--- config.mk ---
export PLATFORM = sky130hd
export DESIGN_NAME = mmult_rr_arbiter
export DESIGN_NICKNAME = d
export VERILOG_FILES = /design/src/rtl/mmult_rr_arbiter.sv
export SDC_FILE = /design/constraint.sdc
export NUM_CORES = 1
export LEC_CHECK = 0
export BUFFER_PORTS_ARGS = -buffer_cell sky130_fd_sc_hd__buf_2
export CAP_MARGIN = 20
export CORE_MARGIN = 10
export CORE_UTILIZATION = 50
export DETAILED_ROUTE_END_ITERATION = 6
export PLACE_DENSITY_LB_ADDON = 0.1
export SYNTH_ARGS = -nofsm -noshare
export SYNTH_HDL_FRONTEND = slang
export SYNTH_SLANG_ARGS = --single-unit
export TNS_END_PERCENT = 20
--- constraint.sdc ---
create_clock -name clk -period 7.1 [get_ports clk]
set_input_delay 1.42 -clock clk [delete_from_list [all_inputs] [get_ports clk]]
set_output_delay 1.42 -clock clk [all_outputs]
set_load 0.1 [all_outputs]
--- src/rtl/mmult_rr_arbiter.sv ---
// Round-robin arbiter/sequencer sharing one matrix-multiply core between NUM_REQ requesters.
// Optional watchdog enabled by defining ARB_TIMEOUT_EN.
module mmult_rr_arbiter #(
  parameter int NUM_REQ        = 4,
  parameter int SEL_WIDTH      = 2,
  parameter int TIMEOUT_CYCLES = 1024
) (
  input  logic                 clk,
  input  logic                 rst,
  input  logic [NUM_REQ-1:0]   req,
  input  logic [NUM_REQ-1:0]   start_in,
  output logic [NUM_REQ-1:0]   grant,
  output logic [SEL_WIDTH-1:0] core_sel,
  output logic                 core_start,
  input  logic                 core_done,
  output logic [NUM_REQ-1:0]   done_out,
  output logic                 busy,
  output logic                 timeout_err
);

  typedef enum logic [1:0] {
    IDLE    = 2'd0,
    GRANTED = 2'd1,
    RUN     = 2'd2
  } state_t;

  state_t               state_q, state_d;
  logic [NUM_REQ-1:0]   grant_q, grant_d;
  logic [NUM_REQ-1:0]   done_q, done_d;
  logic [SEL_WIDTH-1:0] sel_q, sel_d;
  logic [SEL_WIDTH-1:0] last_q, last_d;
  logic                 start_q, start_d;
  logic                 busy_q, busy_d;
  logic                 to_q, to_d;

  logic [SEL_WIDTH-1:0] pick_s;
  logic                 pick_vld_s;
  int                   dist_s;
  int                   best_s;

`ifdef ARB_TIMEOUT_EN
  localparam int CNT_W = $clog2(TIMEOUT_CYCLES + 1);
  logic [CNT_W-1:0] cnt_q, cnt_d;
`else
  // Watchdog limit has no effect when the counter is not built.
  localparam int unused_timeout_cycles = TIMEOUT_CYCLES;
`endif

  // Pick the set req bit with the smallest rotated distance after the last winner.
  always_comb begin
    pick_s     = '0;
    pick_vld_s = |req;
    dist_s     = 0;
    best_s     = NUM_REQ;
    for (int i = 0; i < NUM_REQ; i++) begin
      if (req[i]) begin
        dist_s = (i + NUM_REQ - 1 - int'(last_q)) % NUM_REQ;
        if (dist_s < best_s) begin
          best_s = dist_s;
          pick_s = SEL_WIDTH'(i);
        end else begin
          best_s = best_s;
        end
      end else begin
        dist_s = dist_s;
      end
    end
  end

  // Next-state and registered-output logic.
  always_comb begin
    state_d = state_q;
    grant_d = grant_q;
    sel_d   = sel_q;
    last_d  = last_q;
    busy_d  = busy_q;
    start_d = 1'b0;
    done_d  = '0;
    to_d    = 1'b0;
`ifdef ARB_TIMEOUT_EN
    cnt_d   = cnt_q;
`endif
    case (state_q)
      IDLE: begin
        if (pick_vld_s) begin
          state_d = GRANTED;
          grant_d = {{(NUM_REQ-1){1'b0}}, 1'b1} << pick_s;
          sel_d   = pick_s;
          last_d  = pick_s;
          busy_d  = 1'b1;
        end else begin
          state_d = IDLE;
        end
      end
      GRANTED: begin
        // A withdrawal beats a simultaneous start.
        if (!(|(req & grant_q))) begin
          state_d = IDLE;
          grant_d = '0;
          busy_d  = 1'b0;
        end else if (|(start_in & grant_q)) begin
          state_d = RUN;
          start_d = 1'b1;
`ifdef ARB_TIMEOUT_EN
          cnt_d   = '0;
`endif
        end else begin
          state_d = GRANTED;
        end
      end
      RUN: begin
        if (core_done) begin
          state_d = IDLE;
          done_d  = grant_q;
          grant_d = '0;
          busy_d  = 1'b0;
`ifdef ARB_TIMEOUT_EN
        end else if (cnt_q == CNT_W'(TIMEOUT_CYCLES - 1)) begin
          state_d = IDLE;
          to_d    = 1'b1;
          grant_d = '0;
          busy_d  = 1'b0;
        end else begin
          cnt_d   = cnt_q + 1'b1;
`else
        end else begin
          state_d = RUN;
`endif
        end
      end
      default: begin
        state_d = IDLE;
        grant_d = '0;
        busy_d  = 1'b0;
      end
    endcase
  end

  // State and output registers with synchronous reset.
  always_ff @(posedge clk) begin
    if (rst) begin
      state_q <= IDLE;
      grant_q <= '0;
      sel_q   <= '0;
      last_q  <= SEL_WIDTH'(NUM_REQ - 1);
      busy_q  <= 1'b0;
      start_q <= 1'b0;
      done_q  <= '0;
      to_q    <= 1'b0;
`ifdef ARB_TIMEOUT_EN
      cnt_q   <= '0;
`endif
    end else begin
      state_q <= state_d;
      grant_q <= grant_d;
      sel_q   <= sel_d;
      last_q  <= last_d;
      busy_q  <= busy_d;
      start_q <= start_d;
      done_q  <= done_d;
      to_q    <= to_d;
`ifdef ARB_TIMEOUT_EN
      cnt_q   <= cnt_d;
`endif
    end
  end

  assign grant       = grant_q;
  assign core_sel    = sel_q;
  assign core_start  = start_q;
  assign done_out    = done_q;
  assign busy        = busy_q;
  assign timeout_err = to_q;

endmodule

---- After elaboration in Yosys (flattened, before gate mapping) ----
Cells that the tools add are included.
Widths: inputs -> output; s select.
cells by class
  shifts and indexed selects .............. 1
  bitwise gates (word level) .............. 10
  reduce and logical (&&, ||, !) cells .... 12
  magnitude comparators ................... 4
  muxes and demuxes ....................... 26
  $add $sub $neg .......................... 4
  eq/ne operators ......................... 5
operator list
  operator             count
  $mux 32              6
  $lt 3x32->1          3
  $mux 2               7
  $mux 4               3
  $pmux 4 s3           1
  $reduce_or 4->1      3
  $sub 3x2->4 const A  3
  $and 4x4->4          2
  $reduce_or 2->1      4
  $mux 1               7
  $ne 2x2->1 const B   3
  $pmux 2 s3           1
  $reduce_or 3->1      2
  $and 1x1->1          4
  $lt 3x4->1 const B   1
  $not 1->1            4
  $shl 1x2->4 const A  1
  $pmux 1 s3           1
  $reduce_and 3->1     1
  $sub 2x2->3 const A  1
  $eq 2x1->1 const B   1
  $eq 2x2->1 const B   1
  $logic_not 2->1      1
  $reduce_and 2->1     1
word-level totals
  input port bits ......................... 11
  register bits after elaboration ......... 16
  logic and storage cells ................. 69

---- Depth between registers and ports, before layout ----
Gate-level depths: netlist (run 1).
  depth in word-level cells ............... 18
  gate-level depth with buffers ........... 13
  gate-level depth less buffers ........... 13

---- Worst setup path before layout (run 1) ----
No wires, ideal clock.
  kind .................................... input -> register
  start ................................... in req[0]
  end ..................................... reg grant_q[0] (netlist: grant[0])
  cell stages on the path ................. 12
  buffers on the path ..................... 1
  arrival time ............................ 3.369 ns
  data required time ...................... 6.981 ns
  setup slack ............................. 3.612 ns
  cell sequence ........................... buf_4 -> nand2b_1 -> ha_1 -> or2b_1 -> a22oi_1 -> nor3_1 -> a21oi_1 -> ha_1 -> a21oi_1 -> o21ai_0 -> o211a_4 -> a32o_2
between the ends
  longest elaborated chain between the ends .. 13
  elaborated cells on any way between the ends .. 23
ends and longest elaborated chain
  element               RTL line  RTL
  from (decl)           10        input logic [NUM_REQ-1:0] req,
  $mux 32               56        if (req[i]) begin
  $lt 3x32->1           58        if (dist_s < best_s) begin
  $mux 32               58
  $mux 32               56
  $lt 3x32->1           58
  $mux 32               58
  $mux 32               56
  $lt 3x32->1           58
  $mux 2                58
  $mux 2                56
  $shl 1x2->4           87        grant_d = {{(NUM_REQ-1){1'b0}}, 1'b1} << pick_s;
  $mux 4                85        if (pick_vld_s) begin
  $pmux 4 s3            83        case (state_q)
  to (signal assigned)  155       grant_q <= grant_d;
  to (decl)             28        logic [NUM_REQ-1:0] grant_q, grant_d;
Several ways; a longest one is shown, not always the timed one. The select of a mux whose other input is x is not followed.
A chain may end at the register's enable or synchronous reset.

---- Worst setup path after layout (run 1) ----
  start ................................... in req[0]
  end ..................................... reg last_q[0]
between the ends
  longest elaborated chain between the ends .. 10
  elaborated cells on any way between the ends .. 16
ends and longest elaborated chain
  element               RTL line  RTL
  $mux 32               56
  $lt 3x32->1           58
  $mux 32               58
  $mux 32               56
  $lt 3x32->1           58
  $mux 32               58
  $mux 32               56
  $lt 3x32->1           58
  $mux 2                58
  $mux 2                56
  to (signal assigned)  145       last_q <= SEL_WIDTH'(NUM_REQ - 1);
  to (signal assigned)  157       last_q <= last_d;
  to (decl)             31        logic [SEL_WIDTH-1:0] last_q, last_d;
Several ways; a longest one is shown, not always the timed one.

==> run metrics, run 1 <==
status completed; Post-Syn Nets 109; ANT nets after route 0; CTS Buf Count 3; gpl congestion 0.788; ant diodes 0; Final Power 294 uW; share of cells above drive strength 1 0.299; reg2reg path depth 12; Synth async-reset ratio 0; Wirelength per Cell 13.5 um; Syn Inst Count 96; peak supply drop 0.213 mV; Synth top cells by count 16 x dfxtp_1, 10 x nor2_1, 8 x a21oi_1; Post-Syn Area 836 sq um; Sink Count 16; largest net degree at the start of global routing 11; initial core utilization 0.542; Max-Cap Viols 0; TritonCTS clock tree built; syn_area_per_cell 8.71 sq um; leakage 0.442 nW; Port Buffers 22; PwrDens 303 nW/um^2; post-route cell area 968 sq um; number of global-route vias before repair 717; Netlist cell types 35; Die W 60.9 um; # H-tree levels 1; clock skew 0.00589 ns; period utilisation layout 0.487; Sw Ratio 0.420; Final min period 3.46 ns; GRT Overall Usage 0.103; total wire length 1790 um; Reg power frac 0.375; CTS max path bufs 2; final number of setup-violating endpoints 0; via count 752; IO Count 24; Hold Path Depth 2; fin worst setup slack 3.64 ns; internal power 170 uW; total negative slack 0 ns; Slew Viols, Final 0; Post-synth EDFFs 0; R2R setup slack 4.30 ns; cell taking the most area after synthesis dfxtp_1; Worst Min Path Start core_sel[1]; Worst-Skew Late Latency 0.28 ns; Metal-1 WL 852 um; top area cells in the synthesized netlist dfxtp_1 38%, a21oi_1 4.8%, a22oi_1 4.5%; Met2 Wirelength 778 um; core box area 1540 sq um; Top Metal Used met4; Hold Path Class reg2reg; Iter 0 DRT Violations 27; die area 3710 sq um; # DRC 0; critical path peak fanout 9; Critical Setup Path Class in2reg; terminus of the critical flop-to-flop path last_q[0]; via/cell ratio 5.65; Synth top area share 0.383; ys flop type dfxtp_1; crit end category register; total grt overflow 0; most common cell in the synthesized netlist dfxtp_1; arrival time at the worst endpoint 3.63 ns; P&R area growth vs syn 15.9%; post-cts sizing count 0; Hold Crit Endpoint core_sel[1]; Hold Fails Final Rpt 0; initial antenna violation count 0; fillers 140; Clock Power Share 0.201; CP required 7.27 ns; post-CTS setup buffer count 0; RSZ-0062 raised after global routing false; post-placement setup slack 3.35 ns; sw power 123 uW; Worst setup SP type input pin; first-pass GRT wire length 3070 um; Comb power frac 0.424; Seq/Total Area, Yosys 0.383; Root Buffer clkbuf_4; YS warnings 0; Core Rows 14; post-DP HPWL 1430 um; reg2reg start last_q[1]; drt first pass iters 4; clk slew on worst S/H paths 0.09 ns; Final nets 131; Post-Place Cell Area 932 sq um; Final Util 0.628; Synth Register Bits 16; Die Height 60.9 um; hold buffers post-CTS 0; total length of routed met3 wires 149 um; fmax 289 MHz
[metrics by stage]
step / instances / hold slack [ns]
2_1_floorplan: 96 / 0.541
3_3_place_gp: 129 / 0.475
3_5_place_dp: 129 / 0.483
4_1_cts: 133 / 0.498
5_1_grt: 133 / 0.513
6_report: 133 / 0.489
[power groups by stage]
| stage | Sequential [mW] | Combinational (mW) | Clock (mW) |
|---|---|---|---|
| 6_report | 0.110 | 0.125 | 0.0591 |
| 5_1_grt | 0.112 | 0.136 | 0.0639 |
| 4_1_cts | 0.110 | 0.125 | 0.0608 |
| 3_5_place_dp | 0.112 | 0.124 | 0 |
| 3_3_place_gp | 0.112 | 0.123 | 0 |
| 2_1_floorplan | 0.152 | 0.0649 | 0 |
[layout by cell type (no fill, tap or decap), types with 2 or more instances in the layout]
master     n
buf_2     22
dfxtp_1   16
nor2_1    10
a21oi_1    8
nor3_1     7
nand2_1    7
a22oi_1    5
nand2b_1   4
and2_1     4
inv_1      3
clkbuf_4   3
o21ai_0    2
a22o_1     2
o21ai_1    2
ha_1       2
[routing by layer]
layer | global-route usage | vias up
met2 | 0.157 | 24
met4 | 0.0282 | 0
met3 | 0.0418 | 2
met5 | 0 | -
li1 | - | 387
met1 | 0.130 | 339
[logic make-up (layout without fill, tap and decap cells)]
kind of cell,Yosys count,count (layout),share of synthesized area
flops,16,16,0.383
other cells,1,1,0.00449
buf+inv,8,29,0.0539
compound gates,29,29,0.261
fa+ha+maj,2,2,0.0299
xor+xnor,1,1,0.0105
simple gates,39,39,0.258
[layout make-up]
class                           instances  area (sq um)  area share
Clock buffer                            4          36.3      0.0375
Inverter                                3          11.3      0.0116
Multi-Input combinational cell         72           470       0.486
Sequential cell                        16           320       0.331
Tap cell                               16          20.0      0.0207
Timing Repair Buffer                   22           110       0.114
[state kept, by name, summed over array words and instances (netlist names)]
signal	cells
done_out	4
core_start	1
state_q	2
grant	4
last_q	2
core_sel	2
busy	1
[worst max-delay path by stage]
stage / end / depth (start not counted) / from / slack, ns
floorplan: grant[0] / 12 / req[0] / 3.61
global placement: last_q[0] / 12 / req[0] / 3.41
detailed placement: last_q[0] / 12 / req[0] / 3.35
CTS: last_q[0] / 12 / req[0] / 3.65
global route: last_q[0] / 12 / req[0] / 3.40
finish: last_q[0] / 12 / req[0] / 3.64
[worst max-delay path, stage by stage]
cell	delay (ns)
buf_2	0.17
nand2b_1	0.08
ha_1	0.20
a21oi_1	0.25
a22o_2	0.18
a21oi_1	0.06
ha_1	0.32
a21oi_1	0.07
o21ai_0	0.34
a41oi_1	0.12
nor3b_1	0.30
o21ai_1	0.11
(Power assumes the default switching activity.)
==> inputs of run 2 (changes only) <==
--- a/config.mk
+++ b/config.mk
@@ -8,7 +8,7 @@
 export BUFFER_PORTS_ARGS = -buffer_cell sky130_fd_sc_hd__buf_2
 export CAP_MARGIN = 20
 export CORE_MARGIN = 10
-export CORE_UTILIZATION = 50
+export CORE_UTILIZATION = 44
 export DETAILED_ROUTE_END_ITERATION = 6
 export PLACE_DENSITY_LB_ADDON = 0.1
 export SYNTH_ARGS = -nofsm -noshare
==> constraint.sdc (replaced) <==
create_clock -name clk -period 2.95 [get_ports clk]
set_input_delay 0.59 -clock clk [delete_from_list [all_inputs] [get_ports clk]]
set_output_delay 0.59 -clock clk [all_outputs]
set_load 0.1 [all_outputs]
==> run 2 against run 1 <==
  * Highest routed layer unchanged
  * Critical path depth stayed put
  * Worst hold slack better by 0.00081 ns
  * Routed wire length is 6.4% higher
  * First-iteration DRC count is 37% higher
  * Largest cell class unchanged
==> run metrics, run 2 (synthesis results as in run 1) <==
status completed; arrival time at the worst endpoint 2.86 ns (-0.77 ns); Final Util 0.556 (-0.0722); clock skew 0.00102 ns (-0.00488 ns); ANT nets after route 0 (unchanged); sequential cell area 320 sq um (unchanged); Max-Cap Viols 0 (unchanged); post-CTS setup buffer count 0 (unchanged); via/cell ratio 5.31 (-6.1%); period utilisation layout 0.909; drt first pass iters 4 (unchanged); total wire length 1900 um (+6.4%); Sink Count 16 (unchanged); Iter 0 DRT Violations 37 (+37%); IO Count 24 (unchanged); Metal-1 WL 910 um (+6.8%); Port Buffers 22 (unchanged); TritonCTS clock tree built; post-DP HPWL 1510 um (+5.9%); post-route cell area 981 sq um (+1.3%); RSZ-0062 raised after global routing false; Hold Fails Final Rpt 0 (unchanged); CTS Buf Count 3 (unchanged); Hold Path Depth 2 (unchanged); Final min period 2.68 ns; gpl congestion 0.789 (+0.14%); total grt overflow 0 (unchanged); reg2reg start last_q[0]; Worst setup SP type register; fillers 192 (+37%); Met2 Wirelength 830 um (+6.7%); Hold Path Class reg2reg; Hold Crit Endpoint core_sel[1]; hold buffers post-CTS 0 (unchanged); Critical Setup Path Class reg2reg; # H-tree levels 1 (unchanged); number of global-route vias before repair 720 (+0.42%); most frequent cells in the layout 22 x buf_2, 16 x dfxtp_1, 10 x nor2_1; die area 4040 sq um (+9.1%); commonest non-fill, non-tap cell in the layout buf_2; crit end category register; fmax 373 MHz; # DRC 0 (unchanged); first-pass GRT wire length 3300 um (+7.4%); P&R area growth vs syn 17.4%; reg2reg path depth 12 (unchanged); leakage 0.444 nW (+0.57%); core box area 1760 sq um (+14%); R2R setup slack 0.27 ns (-4.03 ns); peak supply drop 0.472 mV (+120%); ant diodes 0 (unchanged); non-filler cells, final 143 (+7.5%); PwrDens 696 nW/um^2 (+130%); initial core utilization 0.474 (-0.0684); CP required 3.12 ns (-4.15 ns); Core Rows 15 (+1); largest net degree at the start of global routing 11 (unchanged); Post-Place Cell Area 958 sq um (+2.8%); CTS max path bufs 2 (unchanged); Inst Count DP 140 (+8.5%); terminus of the critical flop-to-flop path grant[0]; GRT Overall Usage 0.0968 (-0.00616); Worst Hold Slack 0.490 ns (+0.000808 ns); total length of routed met3 wires 150 um (+0.67%); Wirelength per Cell 13.3 um (-1.1%); total negative slack 0 ns (unchanged); Top Metal Used met4; Die W 63.6 um (+4.4%); share of cells above drive strength 1 0.305 (+0.00594); Root Buffer clkbuf_4; Slew Viols, Final 0 (unchanged); initial antenna violation count 0 (unchanged); post-cts sizing count 0 (unchanged); Worst-Skew Late Latency 0.28 ns (about the same); Die Height 63.6 um (+4.4%); via count 759 (+0.93%); critical path peak fanout 6 (-3); Final nets 133 (+1.5%); Worst Min Path Start core_sel[1]; final number of setup-violating endpoints 0 (unchanged); clk slew on worst S/H paths 0.08 ns (about the same); multi-input logic area 470 sq um (unchanged); critical path startpoint last_q[0]
run 2: cell types whose count changed in the layout (fill, tap and decap cells not counted), sizes merged:
cell and change:
buf +2, clkbuf -1
run 2: area by class of cell:
class                           count  area share
Tap cell                           25      0.0319
Sequential cell                    16       0.327
Timing Repair Buffer               24       0.128
Multi-Input combinational cell     72       0.480
Inverter                            3      0.0115
Clock buffer                        3      0.0230
run 2: report_power, final:
part           internal [mW]  leakage (nW)  total, mW  switching [mW]
clock network         0.0473        0.0138      0.106          0.0588
registers              0.238         0.131      0.262          0.0236
logic                  0.104         0.299      0.315           0.210
total                  0.390         0.444      0.683           0.293
run 2: how the worst max path moves through the flow:
stage	end	slack, ns
after CTS	last_q[0]	0.20
after global routing	core_sel[0]	0.05
after global placement	last_q[0]	0.08
after detailed placement	last_q[0]	0.06
final	grant[0]	0.27
after floorplan	grant[0]	0.29
run 2: stage by stage:
| step | total power [mW] | setup slack [ns] |
|---|---|---|
| 2_1_floorplan | 0.522 | 0.292 |
| 3_3_place_gp | 0.579 | 0.0804 |
| 3_5_place_dp | 0.580 | 0.0551 |
| 4_1_cts | 0.689 | 0.196 |
| 5_1_grt | 0.730 | 0.0502 |
| 6_report | 0.683 | 0.269 |
run 2: metal layers:
metal / up-vias / GRT usage
li1: 390 / -
met1: 332 / 0.123
met2: 35 / 0.142
met3: 2 / 0.0459
met4: 0 / 0.0246
met5: - / 0
run 2: worst max-delay path: stages, from the launching register on:
cell and delay, ns:
dfxtp_1 0.44, xnor2_1 0.17, inv_1 0.07, ha_1 0.22
or2b_1 0.22, a22oi_1 0.15, nor3_1 0.06, a21oi_1 0.14
ha_1 0.28, a21oi_1 0.15, o21ai_1 0.12, o211a_4 0.29
a32o_2 0.26
==> inputs of run 3 (changes only) <==
--- a/config.mk
+++ b/config.mk
@@ -10,7 +10,9 @@
 export CORE_MARGIN = 10
 export CORE_UTILIZATION = 44
 export DETAILED_ROUTE_END_ITERATION = 6
+export MAX_ROUTING_LAYER = met4
 export PLACE_DENSITY_LB_ADDON = 0.1
+export SLEW_MARGIN = 25
 export SYNTH_ARGS = -nofsm -noshare
 export SYNTH_HDL_FRONTEND = slang
 export SYNTH_SLANG_ARGS = --single-unit
==> run 3 against run 2 <==
  * Clock power about the same
  * Worst hold slack barely moved
  * Routed wire length hardly changed
  * Via count stayed put
  * Flip-flop and latch count did not move
  * Sequential share of layout area unchanged
  * Non-clock buffer count is the same
  * Critical path depth is the same
  * Combinational power about the same
  * Total power about the same
  * Critical endpoint unchanged
==> run metrics, run 3 (synthesis results as in run 1) <==
status completed; GRT Overall Usage 0.0993 (+0.00255); CTS Buf Count 3 (unchanged); post-DP HPWL 1510 um (unchanged); PwrDens 696 nW/um^2 (about the same); total negative slack 0 ns (unchanged); post-placement setup slack 0.0551 ns (unchanged); leakage 0.444 nW (unchanged); Max-Cap Viols 0 (unchanged); Die Height 63.6 um (unchanged); Hold Fails Final Rpt 0 (unchanged); met2 Use GR 0.142 (unchanged); arrival time at the worst endpoint 2.86 ns (about the same); Final nets 133 (unchanged); Port Buffers 22 (unchanged); die area 4040 sq um (unchanged); gpl congestion 0.800 (+1.4%); Root Buffer clkbuf_4; final number of setup-violating endpoints 0 (unchanged); via count 759 (unchanged); Setup crit end grant[0]; number of global-route vias before repair 720 (unchanged); ant diodes 0 (unchanged); post-CTS setup buffer count 0 (unchanged); met3 usage 0.0442 (-0.00177); fmax 373 MHz (about the same); fin worst setup slack 0.269 ns (-0.00000700 ns); CTS max path bufs 2 (unchanged); core box area 1760 sq um (unchanged); critical path startpoint last_q[0]; crit end category register; Worst setup SP type register; reg2reg start last_q[0]; P&R area growth vs syn 17.4% (unchanged); terminus of the critical flop-to-flop path grant[0]; share of cells above drive strength 1 0.305 (unchanged); commonest non-fill, non-tap cell in the layout buf_2; GRT busiest layer met2; IO Count 24 (unchanged); Final min period 2.68 ns (+0.00000700 ns); initial core utilization 0.474 (unchanged); ANT nets after route 0 (unchanged); peak supply drop 0.472 mV (about the same); total grt overflow 0 (unchanged); reg2reg path depth 12 (unchanged); CP required 3.12 ns (about the same); largest net degree at the start of global routing 11 (unchanged); clk slew on worst S/H paths 0.08 ns (about the same); clock skew 0.000983 ns (-0.0000341 ns); total wire length 1900 um (about the same); TritonCTS clock tree built; most frequent cells in the layout 22 x buf_2, 16 x dfxtp_1, 10 x nor2_1; Die W 63.6 um (unchanged); met1 global-route usage 0.124 (+0.000990); drt first pass iters 4 (unchanged); via/cell ratio 5.31 (unchanged); Sink Count 16 (unchanged); Worst-Skew Late Latency 0.28 ns (about the same); R2R setup slack 0.27 ns (about the same); fillers 192 (unchanged); Core Rows 15 (unchanged); hold buffers post-CTS 0 (unchanged); Iter 0 DRT Violations 37 (unchanged); Hold Path Class reg2reg; Slew Viols, Final 0 (unchanged); # H-tree levels 1 (unchanged); # DRC 0 (unchanged); Wirelength per Cell 13.3 um (about the same); first-pass GRT wire length 3310 um (+0.21%); critical path peak fanout 6 (unchanged); RSZ-0062 raised after global routing false; initial antenna violation count 0 (unchanged); period utilisation layout 0.909 (about the same); Critical Setup Path Class reg2reg
-- run 3: cell counts in the layout (fill, tap and decap cells not counted) --
Identical to the previous run, type by type.
-- run 3: critical path, stage by stage, from the launching register on --
cell and delay, ns:
dfxtp_1 0.44, xnor2_1 0.17, inv_1 0.07, ha_1 0.22, or2b_1 0.22, a22oi_1 0.15
nor3_1 0.06, a21oi_1 0.14, ha_1 0.28, a21oi_1 0.15, o21ai_1 0.12, o211a_4 0.29
a32o_2 0.26
-- run 3: worst min-delay path by stage --
stage	startpoint	end	slack, ns	cells past startpoint
after floorplan	last_q[0]	last_q[0]	0.54	2
after global placement	core_sel[0]	core_sel[0]	0.47	2
after detailed placement	core_sel[0]	core_sel[0]	0.48	2
after CTS	core_sel[1]	core_sel[1]	0.50	2
after global routing	core_sel[0]	core_sel[0]	0.54	2
final	core_sel[1]	core_sel[1]	0.49	2
-- run 3: timing repair --
action | CTS | global route
hold endpoints to repair | 0 | 0
endpoints found under the setup margin | 0 | 2
resized for setup | 0 | 1
-- run 3: stage by stage --
step	util	power (mW)	cell area [sq um]	hold slack, ns	cells
after floorplan	-	0.522	836	0.541	96
after global placement	0.543	0.579	958	0.475	140
after detailed placement	0.543	0.580	958	0.476	140
after CTS	0.556	0.689	981	0.495	143
after global routing	0.556	0.730	981	0.543	143
final	0.556	0.683	981	0.490	143
-- run 3: cell type report --
type | count | area (sq um) | share of cell area
multi-input cells | 72 | 470 | 0.480
inverters | 3 | 11.3 | 0.0115
well taps | 25 | 31.3 | 0.0319
flip-flops and latches | 16 | 320 | 0.327
clock buffers | 3 | 22.5 | 0.0230
repair buffers | 24 | 125 | 0.128
-- run 3: per-layer routing --
metal / share of wire / routed length [um] / vias to the layer above
li1: - / - / 390
met1: 0.48 / 921 / 332
met2: 0.44 / 830 / 35
met3: 0.074 / 140 / 2
met4: 0.0063 / 12 / 0
met5: 0 / 0 / -
-- run 3: power breakdown --
part | switching (mW) | total [mW] | internal [mW]
clock | 0.0588 | 0.106 | 0.0473
combinational | 0.210 | 0.315 | 0.104
sequential | 0.0236 | 0.262 | 0.238
total | 0.293 | 0.683 | 0.390
